--- config.mk ---
export PLATFORM = sky130hd
export DESIGN_NAME = spi_rom_responder
export DESIGN_NICKNAME = d
export VERILOG_FILES = /design/src/rtl/spi_rom_responder.sv
export SDC_FILE = /design/constraint.sdc
export NUM_CORES = 1
export LEC_CHECK = 0
export ABC_AREA = 1
export ABC_CLOCK_PERIOD_IN_PS = 2300
export CAP_MARGIN = 5
export CORE_ASPECT_RATIO = 0.7
export CORE_MARGIN = 4
export CORE_UTILIZATION = 30
export CTS_CLUSTER_DIAMETER = 30
export DETAILED_ROUTE_END_ITERATION = 10
export MAX_ROUTING_LAYER = met4
export PLACE_DENSITY_LB_ADDON = 0.1
export SKIP_CTS_REPAIR_TIMING = 1
export SLEW_MARGIN = 20
export SYNTH_ARGS = -nofsm -noshare
export SYNTH_HDL_FRONTEND = slang
export SYNTH_SLANG_ARGS = --single-unit
--- constraint.sdc ---
create_clock -name clk -period 2.3 [get_ports clk]
set_input_delay 0.23 -clock clk [delete_from_list [all_inputs] [get_ports clk]]
set_output_delay 0.23 -clock clk [all_outputs]
set_load 0.02 [all_outputs]
--- src/rtl/spi_rom_responder.sv ---
// SPI-flash responder answering READ (0x03) and JEDEC-ID (0x9F) from a byte-wide
// synchronous memory; all SPI pins are oversampled in the single clk domain.
module spi_rom_responder #(
  parameter int          ADDR_W   = 24,
  parameter logic [23:0] JEDEC_ID = 24'hEF4016
) (
  input  logic              clk,
  input  logic              rstn,
  input  logic              csn,
  input  logic              scl,
  input  logic              mosi,
  output logic              miso,
  output logic [ADDR_W-1:0] mem_addr,
  output logic              mem_rd,
  input  logic [7:0]        mem_data,
  output logic              active
);

  typedef enum logic [2:0] {
    S_IDLE,
    S_CMD,
    S_ADDR,
    S_DATA,
    S_ID,
    S_IGNORE
  } state_e;

  localparam logic [7:0] CMD_READ  = 8'h03;
  localparam logic [7:0] CMD_JEDEC = 8'h9F;

  // Synchronizers and edge-detect history.
  logic [1:0] csn_s_q;
  logic [1:0] scl_s_q;
  logic [1:0] mosi_s_q;
  logic       csn_prev_q;
  logic       scl_prev_q;

  logic csn_sync;
  logic csn_fall;
  logic scl_rise;
  logic scl_fall;
  logic mosi_sync;

  // Protocol state.
  state_e            state_q;
  logic [4:0]        bit_cnt_q;
  logic [23:0]       sh_q;
  logic [7:0]        tx_q;
  logic [ADDR_W-1:0] ptr_q;
  logic [ADDR_W-1:0] mem_addr_q;
  logic              mem_rd_q;
  logic              miso_q;

  // Read-data holding register.
  logic       rd_pend_q;
  logic [7:0] hold_q;

  logic [23:0]       sh_in_d;
  logic [ADDR_W-1:0] addr_rx_d;

  // NOTE: csn history resets low so a csn already held low across reset
  // produces no falling edge; only a fresh high-to-low transition starts a frame.
  always_ff @(posedge clk or negedge rstn) begin
    if (!rstn) begin
      csn_s_q    <= 2'b00;
      scl_s_q    <= 2'b00;
      mosi_s_q   <= 2'b00;
      csn_prev_q <= 1'b0;
      scl_prev_q <= 1'b0;
    end else begin
      csn_s_q    <= {csn_s_q[0], csn};
      scl_s_q    <= {scl_s_q[0], scl};
      mosi_s_q   <= {mosi_s_q[0], mosi};
      csn_prev_q <= csn_s_q[1];
      scl_prev_q <= scl_s_q[1];
    end
  end

  assign csn_sync  = csn_s_q[1];
  assign csn_fall  = csn_prev_q & ~csn_sync;
  assign scl_rise  = scl_s_q[1] & ~scl_prev_q;
  assign scl_fall  = ~scl_s_q[1] & scl_prev_q;
  assign mosi_sync = mosi_s_q[1];

  assign sh_in_d   = {sh_q[22:0], mosi_sync};
  assign addr_rx_d = sh_in_d[ADDR_W-1:0];

  // NOTE: all state here is sequential, so every assignment is non-blocking;
  // mixing in blocking writes would make the result depend on statement order.
  always_ff @(posedge clk or negedge rstn) begin
    if (!rstn) begin
      state_q    <= S_IDLE;
      bit_cnt_q  <= '0;
      sh_q       <= '0;
      tx_q       <= '0;
      ptr_q      <= '0;
      mem_addr_q <= '0;
      mem_rd_q   <= 1'b0;
      miso_q     <= 1'b0;
    end else begin
      mem_rd_q <= 1'b0;
      if (csn_sync) begin
        // Deselect wins over any coincident scl edge.
        state_q   <= S_IDLE;
        bit_cnt_q <= '0;
        miso_q    <= 1'b0;
      end else begin
        case (state_q)
          S_IDLE: begin
            if (csn_fall) begin
              state_q   <= S_CMD;
              bit_cnt_q <= '0;
            end
          end

          S_CMD: begin
            if (scl_rise) begin
              sh_q <= sh_in_d;
              if (bit_cnt_q == 5'd7) begin
                bit_cnt_q <= '0;
                if (sh_in_d[7:0] == CMD_READ) begin
                  state_q <= S_ADDR;
                end else if (sh_in_d[7:0] == CMD_JEDEC) begin
                  state_q <= S_ID;
                  sh_q    <= JEDEC_ID;
                end else begin
                  state_q <= S_IGNORE;
                end
              end else begin
                bit_cnt_q <= bit_cnt_q + 5'd1;
              end
            end
          end

          S_ADDR: begin
            if (scl_rise) begin
              sh_q <= sh_in_d;
              if (bit_cnt_q == 5'd23) begin
                bit_cnt_q  <= '0;
                mem_addr_q <= addr_rx_d;
                mem_rd_q   <= 1'b1;
                ptr_q      <= addr_rx_d + ADDR_W'(1);
                state_q    <= S_DATA;
              end else begin
                bit_cnt_q <= bit_cnt_q + 5'd1;
              end
            end
          end

          S_DATA: begin
            // bit_cnt_q counts rises within the current byte; a fall at 0 starts a byte.
            if (scl_fall) begin
              if (bit_cnt_q == 5'd0) begin
                miso_q <= hold_q[7];
                tx_q   <= {hold_q[6:0], 1'b0};
              end else begin
                miso_q <= tx_q[7];
                tx_q   <= {tx_q[6:0], 1'b0};
              end
            end else if (scl_rise) begin
              if (bit_cnt_q == 5'd7) begin
                bit_cnt_q  <= '0;
                mem_addr_q <= ptr_q;
                mem_rd_q   <= 1'b1;
                ptr_q      <= ptr_q + ADDR_W'(1);
              end else begin
                bit_cnt_q <= bit_cnt_q + 5'd1;
              end
            end
          end

          S_ID: begin
            // Zeros shift in behind the ID, so miso holds 0 once it is exhausted.
            if (scl_fall) begin
              miso_q <= sh_q[23];
              sh_q   <= {sh_q[22:0], 1'b0};
            end
          end

          S_IGNORE: begin
            miso_q <= 1'b0;
          end

          default: begin
            state_q <= S_IDLE;
          end
        endcase
      end
    end
  end

  always_ff @(posedge clk or negedge rstn) begin
    if (!rstn) begin
      rd_pend_q <= 1'b0;
      hold_q    <= '0;
    end else begin
      rd_pend_q <= mem_rd_q;
      if (rd_pend_q) begin
        hold_q <= mem_data;
      end
    end
  end

  assign miso     = miso_q;
  assign mem_addr = mem_addr_q;
  assign mem_rd   = mem_rd_q;
  assign active   = (state_q != S_IDLE);

endmodule

Word level (Yosys, flattened, before mapping) --
Index checks and enable logic that the tools add are counted.
Word-level totals: output and inout bits 27, input port bits 13, flip-flop bits (word level) 107, logic and storage cells 112
Cells by class: bitwise operators 6, equal/unequal tests 25, multiplexer cells 49, reductions and logical operators 14, add/subtract/negate cells 3
Operator list (number):
- $mux 24 | 16
- $pmux 24 s2 | 2
- $pmux 24 s3 | 1
- $add 24x1->24 const B | 2
- $mux 5 | 7
- $ne 3x3->1 const B | 8
- $mux 3 | 7
- $pmux 5 s4 | 1
- $ne 2x2->1 const B | 7
- $pmux 3 s4 | 1
- $mux 1 | 11
- $eq 8x2->1 const B | 1
- $eq 8x8->1 const B | 1
- $mux 8 | 1
- $reduce_and 7->1 | 1
- $eq 3x2->1 const B | 2
- $eq 3x3->1 const B | 2
- $reduce_and 3->1 | 2
- $reduce_and 6->1 | 1
- $reduce_bool 3->1 | 2
- $add 5x1->5 const B | 1
- $eq 5x3->1 const B | 1
- $eq 5x5->1 const B | 1
- $logic_not 5->1 | 1
- other kinds (13) | 17

Depth between registers and ports, before layout --
Gate-level depths: netlist of run 1.
depth after elaboration 7, gate-level depth with buffers 17, mapped depth without buffers 15

Worst setup path after synthesis of run 1 --
OpenSTA, ideal clock, no wires.
path type reg2reg, start register state_q[2], end register ptr_q[18], path buffers 2, setup time 0.127 ns, required time 2.173 ns, arrival time 1.860 ns, cell stages (with the launch flop) 16, period minus slack after synthesis 1.987 ns, setup slack 0.313 ns, path through dfrtp_1 buf_6 inv_6 nand3_4 buf_6 nand2_1 o21ai_2 inv_1 ha_1 inv_1 nor2_4 nand2_2 nor2_4 nand2_2 o21ai_1 nand3_1
On the way: longest elaborated chain between the ends 3, elaborated cells on any way between the ends 10, those cells by class 7 x eq/ne; 1 x mux; 2 x reduce/logical
RTL lines:
- from (decl) | line 45 | state_e state_q;
- from (signal assigned) | line 92 | state_q <= S_IDLE;
- from (signal assigned) | line 104 | state_q <= S_IDLE;
- from (signal assigned) | line 111 | state_q <= S_CMD;
- $eq 3x2->1 | line 108 | case (state_q)
- $ne 2x2->1 (no source line) / $reduce_bool 2->1 (equally long branches)
- $reduce_and 7->1 (no source line)
- to (signal assigned) | line 142 | ptr_q <= addr_rx_d + ADDR_W'(1);
- to (signal assigned) | line 165 | ptr_q <= ptr_q + ADDR_W'(1);
- to (decl) | line 49 | logic [ADDR_W-1:0] ptr_q;
Parallel ways exist; a longest one is shown, timed or not. A chain may end at the register's enable or synchronous reset.

Worst setup path after layout of run 1 --
start register state_q[0], end output port active
On the way: longest elaborated chain between the ends 1
RTL lines:
- $reduce_bool 3->1 | line 207 | assign active = (state_q != S_IDLE);
- to (decl) | line 16 | output logic active
No other way between the ends.

==> impl_metrics.ini, run 1 <==
[run_status]
run_status = finished, final reports clean

[logic_synthesis]
synth.ff_latch_count = 106
synth_fp_nets = 662
netlist-cell-type-count = 34
synth.cell_area_sq_um = 5320
synth.area.top_cells = dfrtp_1, nand2_1, inv_1
postSynthAreaPerCell_sq_um = 8.23
synth_top_area_cell = dfrtp_1
post-synth-top-area-fraction = 0.499
yosys_warnings = 0
ys_seq_area_frac = 0.499
netlist_instances = 646

[drt]
wire_per_inst_um = 14.3
vias_per_cell = 4.61
route.final.wire_length_mm = 13.3
detail-route-antenna-nets = 0
drc = 0
detailedRoute.firstPassIterationCount = 7
number_of_design_rule_violations_left_by_the_first_detailed_router_iteration = 240
detailroute.via_count = 4306

[grt]
maximum_number_of_pins_on_one_net_before_global_route_repair = 52
met1_usage = 0.217
antenna_found_initial = 0
grt_pass1_vias = 4248
grt_util_met2 = 0.197
globalRoute.totalOverflow = 0
globalRouteTotalUtil = 0.146
met3_track_usage_gr = 0.0408
grt_pass1_wl_mm = 22.8
grt.busiest_layer = met1

[placed_design]
dp_hpwl_mm = 9.86
numPortBuffers = 39
gp_congestion = 0.835
pre_cts_ws_ps = 117

[critical_path]
worstRegToRegCells = 13
crit_path_end_kind = output port
reg2reg_from = state_q[2]
worst-path-stages = 4
critical_path.max_fanout = 9
critPathSlowestCell = clkdlybuf4s50_1
worst_ep_arrival_time_ps = 1940
worstSetupPathType = flop to output port
required_time_reported_for_the_critical_path_endpoint_ps = 2070
critPathMaxStageDelay_ps = 630
critical_path.n_buffers_inverters = 2
critical_path_source_type = flop
critical-path-top-delay-family = buffers and inverters
crit_path_cells = buf_4, nor2_1, nand2_1, clkdlybuf4s50_1
reg2reg_slack_ps = 210
regToRegEndpoint = ptr_q[20]

[sta]
final.setup_skew_ps = 10.1
finalSetupViolCount = 0
post-route-min-period_ps = 2170
rsz0062_at_grt = false
timing.slew.headroom = 0.580
drv_slew = 0
setup_tns_ps = 0
postLayoutSetupSlackWorst_ps = 133
tightest_slew_ps = 623
final_min_period_over_clock_period = 0.942
maxClockFrequency_mhz = 461
hold_viol = 0
hold-worst-slack_ps = 304

[cells_and_area]
final_common_cell = nand2_1
most-common-layout-cells = nand2_1, dfrtp_1, inv_1
area_growth_pct = 19.1
drive_gt1_frac = 0.135
n_antenna_cell = 0
total_nets_final = 714
final_util = 0.367

[clock_network]
clkSinkCount = 106
clk_latency_ps = 360
clock_slew_seen_by_the_registers_of_the_worst_setup_and_hold_paths_ps = 70
clock_tree.root_cell = clkbuf_16
cts-root-to-sink-buffers = 2
cts_tree = built
cts_made_buffers = 9
clock_tree.htree_level_count = 3

[pwr]
report.power.total_mw = 5.71
static-leakage-power_nw = 2.95
vdd.ir_drop.worst_uv = 372
power_per_standard_cell_area_nw_per_um2 = 902

[die]
die_x_um = 167
core_area_sq_um = 17300
die_y_um = 119
rows = 40
floorplan.io_pins = 40
design.die.area_sq_um = 20000
initial_utilization = 0.308

[worst_hold_path]
hold_path_class = input port to flop
holdPathStages = 1
worstHoldStart = scl
worst_hold_path_endpoint = scl_s_q[0]

[job]
maxCapViolations = 0
## worst max-delay path by stage
stage                      to        from
detailed placement  ptr_q[18]  state_q[2]
global placement    ptr_q[14]  state_q[0]
global route        ptr_q[18]  state_q[2]
CTS                 ptr_q[20]  state_q[2]
finish                 active  state_q[0]
floorplan           ptr_q[18]  state_q[2]
## synthesized netlist by cell type (all sizes together)
cell	instances
a31oi	3
nand3b	1
clkbuf	7
nand4	16
a21oi	12
mux2	7
and2	1
o211ai	6
a22oi	8
o31ai	3
buf	15
nand2	193
nor2	67
ha	3
o21ai	59
o22ai	12
xor2	3
nand3	41
dfrtp	106
nor3	6
inv	77
## layer usage
layer	up-vias	part of all wire
met3	13	0.046
met4	0	0.012
met1	2024	0.53
li1	2198	-
met5	-	0
met2	71	0.41
## registers in the layout, indices dropped and copies added (netlist names)
| register | cells |
|---|---|
| bit_cnt_q | 5 |
| csn_prev_q | 1 |
| csn_s_q | 2 |
| hold_q | 8 |
| mem_addr | 24 |
| mem_rd | 1 |
| miso | 1 |
| mosi_s_q | 2 |
| ptr_q | 24 |
| rd_pend_q | 1 |
| scl_prev_q | 1 |
| scl_s_q | 2 |
| sh_q | 24 |
| state_q | 3 |
| tx_q | 7 |
## worst reg2reg max path: stages, from the launching register on
cell and delay (ps):
dfrtp_1 460, inv_6 130, nand3_4 130, nand2_1 110
o21ai_2 90, inv_1 80, ha_1 170, inv_1 70
nor2_4 140, nand2_2 100, nor2_4 210, nand2_2 90
o21ai_1 130, nand3_1 80
## through the flow
stage	area, sq um	std cells
3_3_place_gp	6000	912
2_1_floorplan	5320	646
5_1_grt	6340	934
3_5_place_dp	6000	912
4_1_cts	6280	928
6_report	6340	934
## logic make-up (layout without fill, tap and decap cells)
kind of cell / after synthesis / count (layout) / synth area share
and+or+nand+nor: 325 / 325 / 0.280
DFF: 106 / 106 / 0.499
AOI/OAI and AO/OA: 103 / 103 / 0.110
buffers and inverters: 99 / 156 / 0.0849
muxes: 7 / 7 / 0.0148
adders and majority gates: 3 / 3 / 0.00706
xor gates and xnor gates: 3 / 3 / 0.00494
## area by class of cell
class	instances	area, sq um
clock buffer	10	229
clock inverter	6	48.8
fill	1803	10900
inverter	77	294
multi-input combinational	441	2210
sequential	106	2650
tap	231	289
timing repair buffer	63	608
## where the power goes
group / internal [mW] / switching [mW] / leakage [nW] / total (mW)
clock: 0.747 / 0.740 / 0.131 / 1.49
combinational: 0.627 / 1.30 / 1.40 / 1.93
sequential: 2.11 / 0.188 / 1.42 / 2.30
Note: power is estimated with default switching activity, not from simulation.
==> run 2: changes to the inputs <==
--- a/config.mk
+++ b/config.mk
@@ -8,7 +8,8 @@
 export ABC_AREA = 1
 export ABC_CLOCK_PERIOD_IN_PS = 2300
 export CAP_MARGIN = 5
-export CORE_ASPECT_RATIO = 0.7
+export CELL_PAD_IN_SITES_DETAIL_PLACEMENT = 1
+export CELL_PAD_IN_SITES_GLOBAL_PLACEMENT = 1
 export CORE_MARGIN = 4
 export CORE_UTILIZATION = 30
 export CTS_CLUSTER_DIAMETER = 30
==> impl_metrics.ini, run 2 (same netlist as run 1, synthesis figures left out) <==
[run_status]
run_status = finished, final reports clean

[clock_network]
cts_tree = built
clock_tree.htree_level_count = 3
clock_tree.root_cell = clkbuf_16
clk_latency_ps = 360
clkSinkCount = 106
cts_made_buffers = 9
clock_slew_seen_by_the_registers_of_the_worst_setup_and_hold_paths_ps = 80
cts-root-to-sink-buffers = 2

[critical_path]
worstSetupPathType = flop to flop
reg2reg_slack_ps = 190
regToRegEndpoint = ptr_q[14]
worstRegToRegCells = 10
critPathMaxStageDelay_ps = 430
critPathSlowestCell = dfrtp_1
worst_ep_arrival_time_ps = 2340
critical_path_source_type = flop
cp_common_cell = nand3_1
critical_path.max_fanout = 16
required_time_reported_for_the_critical_path_endpoint_ps = 2530
setup.worst_path.start = bit_cnt_q[0]
critical-path-top-delay-family = buffers and inverters
critical_path.n_buffers_inverters = 3
reg2reg_from = bit_cnt_q[0]
crit_path_cells = ha_1, nand2_1, inv_1, nand3_1, o21ai_1, nand2_2, clkinv_2, buf_4, nand3_1, o211ai_1
crit_path_end_kind = flop

[cells_and_area]
n_fill_cell = 2059
total_nets_final = 711
final_common_cell = nand2_1
finalInstanceArea_sq_um = 6330
drive_gt1_frac = 0.134
n_antenna_cell = 0
area_growth_pct = 19.0
final-instance-count-excl-fill = 925
most-common-layout-cells = nand2_1, dfrtp_1, inv_1

[drt]
drc = 0
vias_per_cell = 4.78
detail-route-antenna-nets = 0
detailedRoute.firstPassIterationCount = 4
number_of_design_rule_violations_left_by_the_first_detailed_router_iteration = 291
detailroute.via_count = 4423
route.final.wire_length_mm = 14.8
wire_per_inst_um = 16.0

[sta]
post-route-min-period_ps = 2110
setup_tns_ps = 0
drv_slew = 0
timing.slew.headroom = 0.650
finalSetupViolCount = 0
hold_viol = 0
tightest_slew_ps = 519
final.setup_skew_ps = 9.49
final_min_period_over_clock_period = 0.916
maxClockFrequency_mhz = 474

[worst_hold_path]
worst_hold_path_endpoint = csn_s_q[0]
holdPathStages = 1
hold_path_class = input port to flop
worstHoldStart = csn

[placed_design]
gp_congestion = 0.841
numPortBuffers = 39
dp_hpwl_mm = 11.2
place.detailed.instances = 904
postPlaceCellArea_sq_um = 5980

[grt]
antenna_found_initial = 0
globalRoute.totalOverflow = 0
maximum_number_of_pins_on_one_net_before_global_route_repair = 42
globalRouteTotalUtil = 0.158
grt_pass1_wl_mm = 24.6
grt_pass1_vias = 4626

[die]
die_y_um = 141
design.die.area_sq_um = 19900
core_area_sq_um = 17400
initial_utilization = 0.306
floorplan.io_pins = 40
die_x_um = 141
rows = 48

[pwr]
static-leakage-power_nw = 2.95
report.power.total_mw = 5.96
vdd.ir_drop.worst_uv = 362
power_per_standard_cell_area_nw_per_um2 = 942

[job]
maxCapViolations = 0
[run 2: how the worst max path moves through the flow]
stage,endpoint,slack [ps],cells past startpoint
3_3_place_gp,ptr_q[14],270,10
6_report,ptr_q[14],190,10
4_1_cts,ptr_q[18],130,12
5_1_grt,ptr_q[18],-1,11
2_1_floorplan,ptr_q[18],310,15
3_5_place_dp,ptr_q[18],160,12
[run 2: cell type report]
cell class,instances,area [sq um],share of cell area
flip-flops and latches,106,2650,0.419
multi-input cells,441,2210,0.350
repair buffers,60,573,0.0905
inverters,77,295,0.0466
well taps,225,282,0.0445
clock buffers,10,239,0.0378
clock inverters,6,72.6,0.0115
[run 2: metal layers]
metal  wire (um)  vias to the layer above  GRT usage
li1            -                     2189          -
met1        8110                     2170      0.242
met2        6100                       53      0.216
met3         375                       11     0.0193
met4         209                        0     0.0479
met5           0                        -          -
[run 2: power by group]
group,switching [mW],leakage [nW],internal (mW)
combinational,1.39,1.39,0.623
clock,0.754,0.150,0.889
sequential,0.198,1.41,2.11
[run 2: through the flow]
step                       util  setup slack (ps)  hold WS (ps)
after floorplan               -               313         -65.6
after global placement    0.344               265           228
after detailed placement  0.344               162           234
after CTS                 0.362               128          -161
after global routing      0.365            -0.956           292
final                     0.365               193           304
[run 2: worst reg2reg max path: stages (launching register included)]
cell and delay [ps]:
dfrtp_1 430, ha_1 240, nand2_1 150, inv_1 80
nand3_1 120, o21ai_1 90, nand2_2 110, clkinv_2 270
buf_4 300, nand3_1 100, o211ai_1 100
==> patch 1, RTL diff (settings of run 1) <==
Add an input register stage for `csn`, `scl`, `mosi` and `mem_data`; this delays them by one clock.
--- a/src/rtl/spi_rom_responder.sv
+++ b/src/rtl/spi_rom_responder.sv
@@ -29,4 +29,16 @@
   localparam logic [7:0] CMD_JEDEC = 8'h9F;
 
+  logic csn_q;
+  logic scl_q;
+  logic mosi_q;
+  logic [7:0] mem_data_q;
+
+  always_ff @(posedge clk) begin
+    csn_q      <= csn;
+    scl_q      <= scl;
+    mosi_q     <= mosi;
+    mem_data_q <= mem_data;
+  end
+
   // Synchronizers and edge-detect history.
   logic [1:0] csn_s_q;
@@ -69,7 +81,7 @@
       scl_prev_q <= 1'b0;
     end else begin
-      csn_s_q    <= {csn_s_q[0], csn};
-      scl_s_q    <= {scl_s_q[0], scl};
-      mosi_s_q   <= {mosi_s_q[0], mosi};
+      csn_s_q    <= {csn_s_q[0], csn_q};
+      scl_s_q    <= {scl_s_q[0], scl_q};
+      mosi_s_q   <= {mosi_s_q[0], mosi_q};
       csn_prev_q <= csn_s_q[1];
       scl_prev_q <= scl_s_q[1];
@@ -197,5 +209,5 @@
       rd_pend_q <= mem_rd_q;
       if (rd_pend_q) begin
-        hold_q <= mem_data;
+        hold_q <= mem_data_q;
       end
     end
Function: same outputs for any inputs over 4 cycles, from zero or initial values and one cycle with rstn low; that may be too few to reach the edited logic, so the function may still have changed.
==> patch 1 against run 1 <==
- die area is 3.4% higher
- area after synthesis increased by 3.6%
- sequential cell count rose by 11
- routed wire length is 8.2% higher
- design area increased by 9.1%
- total power increased by 19%
- setup slack better by 0.0099 ns
- largest cell class unchanged
- highest routed layer unchanged
==> patch 1: results (changes against run 1) <==
skew_ns: 0.0110  # was 0.0101 ns
max_stage_delay_ns: 0.45  # was 0.63 ns
grt_use_total_pct: 15.5  # was 14.6%
regToRegSetupSlack_ns: 0.14  # was 0.21 ns
yosys-top-cells-count: "nand2_1, dfrtp_1, inv_1"  # unchanged
cp_top_family: "simple AND/OR/NAND/NOR gates"  # was buffers and inverters
async_flop_share_pct: 90.6  # was 100%
antenna_found_initial: 0  # unchanged
num_vias: 4673  # was 4,306
synth_area_leaders: "dfrtp_1, nand2_1, inv_1"  # unchanged
grt_max_degree: 57  # was 52
dp_slack_ns: 0.126  # was 0.117 ns
syn_nets: 701  # was 662
reg2regPathDepth: 12  # was 13
status: "completed"  # unchanged
dr.pass1.iters: 5  # was 7
p_leak_nw: 3.20  # was 2.95 nW
path_class: "reg2reg"  # was reg2out
routedWlPerCell_um: 14.6  # was 14.3 um
period_needed_ns: 2.16  # was 2.17 ns
cp_data_arrival_time_ns: 2.47  # was 1.94 ns
grt_pass1_vias: 4656  # was 4,248
synth_cell_types: 35  # was 34
layout.nets: 755  # was 714
r2r-end: "ptr_q[22]"  # was ptr_q[20]
synth_seq_area_share_pct: 52.1  # was 49.9%
slew_headroom_pct: 61.3  # was 58.0%
crit_slowest_cell: "dfrtp_2"  # was clkdlybuf4s50_1
hpwl_um: 10500  # was 9860 um
grt_pass1_wl_um: 24400  # was 22,800 um
place.gp.congestion: 0.855  # was 0.835
drt_iter0_drc: 364  # was 240
path_clk_slew_ns: 0.06
startpoint: "state_q[2]"  # was state_q[0]
vdd_drop_max_v: 0.000383  # was 0.000372 V
cts.htree.levels: 4  # was 3
crit_fanout: 38  # was 9
post_dp_cell_area_sq_um: 6270  # was 6000 sq um
hold_path_startpoint: "mem_data[4]"  # was scl
drive_above_1_share_pct: 10.9  # was 13.5%
insertion_delay_ns: 0.42  # was 0.36 ns
-- patch 1: worst min-delay path by stage --
| stage | to | depth (start not counted) |
|---|---|---|
| floorplan | bit_cnt_q[0] | 0 |
| global placement | bit_cnt_q[2] | 1 |
| detailed placement | bit_cnt_q[0] | 1 |
| CTS | bit_cnt_q[0] | 1 |
| global route | mem_data_q[4] | 1 |
| finish | mem_data_q[4] | 1 |
-- patch 1: final cells by class --
cell class / instances / area [sq um]
clock inverter: 13 / 148
multi-input combinational: 466 / 2250
sequential: 117 / 2880
fill: 1857 / 11100
inverter: 80 / 300
clock buffer: 19 / 453
timing repair buffer: 57 / 588
tap: 236 / 295
-- patch 1: metrics by stage --
stage                     cells  hold WS (ns)
after global routing        988         0.232
after floorplan             685       -0.0656
after detailed placement    955         0.275
final                       988         0.244
after CTS                   987        -0.174
after global placement      955         0.273
-- patch 1: power breakdown --
group          switching (mW)  internal [mW]  total, mW
combinational            1.14          0.542       1.68
sequential              0.160           2.28       2.44
clock                    1.02           1.66       2.69
total                    2.32           4.48       6.80
-- patch 1: cells by family (layout without fill, tap and decap cells) --
kind of cell,Yosys count,after routing,share of synthesized area (%)
flip-flops,117,117,52.1
multiplexers,7,7,1.43
buffers and inverters,102,169,7.53
AND/OR/NAND/NOR,342,342,26.4
XOR/XNOR,3,3,0.477
adder cells (fa/ha/maj),3,3,0.681
AO/OA/AOI/OAI,111,111,11.4
-- patch 1: per-layer routing --
metal | GRT usage (%) | routed length, um | share of wire, %
met1 | 22.6 | 7710 | 53
met2 | 21.4 | 5920 | 41
met3 | 4.20 | 657 | 4.6
met4 | 4.04 | 127 | 0.88
met5 | - | 0 | 0
==> patch 2, RTL diff (config.mk and constraints of run 1) <==
Made on the original files. Change the parameter `ADDR_W` from 24 to 16.
--- a/src/rtl/spi_rom_responder.sv
+++ b/src/rtl/spi_rom_responder.sv
@@ -2,5 +2,5 @@
 // synchronous memory; all SPI pins are oversampled in the single clk domain.
 module spi_rom_responder #(
-  parameter int          ADDR_W   = 24,
+  parameter int          ADDR_W   = 16,
   parameter logic [23:0] JEDEC_ID = 24'hEF4016
 ) (
Ports: changed (resized mem_addr); port bits go from 40 to 32. No check against the original RTL was run, so the function may have changed too.
==> patch 2 against run 1 <==
- routed wire length down 15%
- register-to-register slack better by 0.03 ns
- setup slack improved by 0.024 ns
- final cell count decreased by 15%
- critical path depth decreased by 1
- area after synthesis fell by 15%
- die area is 14% lower
- clock skew shrank 0.0037 ns
- total power fell by 21%
- design area decreased by 15%
- sequential cell count decreased by 16
- sequential share of layout area grew 0.15 points
==> patch 2: results (changes against run 1) <==
status: "completed"  # unchanged
num_vias: 3672  # was 4,306
fin_hold_ws_ns: 0.333  # was 0.304 ns
synth_cell_types: 36  # was 34
grt_pass1_wl_um: 18900  # was 22,800 um
routed_wl_um: 11400  # was 13,300 um
largest_reg_flops: 24
synth_xor_area_share_pct: 0.772  # was 0.494%
reg2regPathDepth: 8  # was 13
grt_use_total_pct: 14.1  # was 14.6%
hold_path_startpoint: "mosi"  # was scl
min_to: "mosi_s_q[0]"  # was scl_s_q[0]
drive_above_1_share_pct: 12.4  # was 13.5%
place.gp.congestion: 0.874  # was 0.835
post_dp_cell_area_sq_um: 5030  # was 6000 sq um
io_buffer_count: 31  # was 39
crit_fanout: 12  # was 9
async_flop_share_pct: 100  # unchanged
dr.pass1.iters: 4  # was 7
drt_iter0_drc: 228  # was 240
diodes: 0  # unchanged
max_stage_delay_ns: 0.66  # was 0.63 ns
worstReg2RegStart: "state_q[1]"  # was state_q[2]
hpwl_um: 8320  # was 9860 um
regToRegSetupSlack_ns: 0.24  # was 0.21 ns
skew_ns: 0.00640  # was 0.0101 ns
antenna_found_initial: 0  # unchanged
insertion_delay_ns: 0.34  # was 0.36 ns
p_leak_nw: 2.44  # was 2.95 nW
yosys-top-cells-count: "nand2_1, dfrtp_1, inv_1"  # unchanged
syn_nets: 571  # was 662
clock_path_buffers: 2  # unchanged
r2r-end: "ptr_q[15]"  # was ptr_q[20]
cp_top_family: "flip-flops"  # was buffers and inverters
slew_headroom_pct: 64.9  # was 58.0%
min_path_cells: 1  # unchanged
cp_data_arrival_time_ns: 1.91  # was 1.94 ns
synth_warnings: 0  # unchanged
top_register: "sh_q"
cts-buffers-inserted: 9  # unchanged
synth_fa_ha_area_share_pct: 0.828  # was 0.706%
path_clk_slew_ns: 0.06
synth_seq_area_share_pct: 49.7  # was 49.9%
synth.mux.area_fraction_pct: 1.24  # was 1.48%
synth_area_leaders: "dfrtp_1, nand2_1, inv_1"  # unchanged
synth_flop_cell: "dfrtp_1"  # unchanged
vdd_drop_max_v: 0.000478  # was 0.000372 V
synth_compound_area_share_pct: 11.1  # was 11.0%
grt_pass1_vias: 3498  # was 4,248
cts.htree.levels: 3  # unchanged
root_buffer: "clkbuf_16"  # unchanged
hold_path_class: "in2reg"  # unchanged
crit_slowest_cell: "dfrtp_1"  # was clkdlybuf4s50_1
grt_max_degree: 54  # was 52
layout.nets: 606  # was 714
## patch 2: cell types whose count changed in the layout (fill, tap and decap cells not counted), sizes merged, moves of 9 or more
cell and delta:
buf -13, nand4 -10, inv -24, nand2 -10, dfrtp -16, o21ai +10
nand3 -9, nor2 -9
## patch 2: logic make-up (layout without fill, tap and decap cells)
kind of cell	Yosys count	count (layout)
flops	90	90
simple gates	288	288
mux	5	5
buf+inv	73	113
fa+ha+maj	3	3
xor+xnor	4	4
compound gates	92	92
## patch 2: worst max-delay path by stage
stage | startpoint | endpoint | slack [ns] | depth (start not counted)
floorplan | state_q[2] | ptr_q[6] | 0.39 | 11
detailed placement | state_q[1] | ptr_q[6] | 0.24 | 11
global route | state_q[1] | ptr_q[6] | 0.003 | 11
finish | state_q[1] | active | 0.16 | 3
CTS | state_q[1] | active | 0.15 | 3
global placement | state_q[2] | ptr_q[13] | 0.26 | 10
## patch 2: power by group
| group | total, mW | internal [mW] | switching [mW] |
|---|---|---|---|
| sequential | 1.88 | 1.71 | 0.164 |
| combinational | 1.05 | 0.333 | 0.717 |
| clock | 1.56 | 0.935 | 0.629 |
| total | 4.49 | 2.98 | 1.51 |
## patch 2: final cells by class
type | instances | area, sq um
fill | 1561 | 9410
sequential | 90 | 2250
multi-input combinational | 392 | 1940
timing repair buffer | 42 | 405
clock buffer | 13 | 270
tap | 195 | 244
inverter | 55 | 206
clock inverter | 3 | 46.3
## patch 2: through the flow
step	cells	total power, mW	setup slack (ns)
after floorplan	555	2.66	0.388
after global placement	773	2.95	0.263
after detailed placement	773	2.95	0.244
after CTS	789	4.55	0.146
after global routing	790	4.77	0.00282
final	790	4.49	0.157
## patch 2: layer usage
metal	vias to the layer above	global-route usage [%]	routed length, um
met5	-	-	0
met4	0	3.06	97
met3	9	5.23	858
met2	100	17.1	4190
met1	1707	21.8	6250
li1	1856	-	-
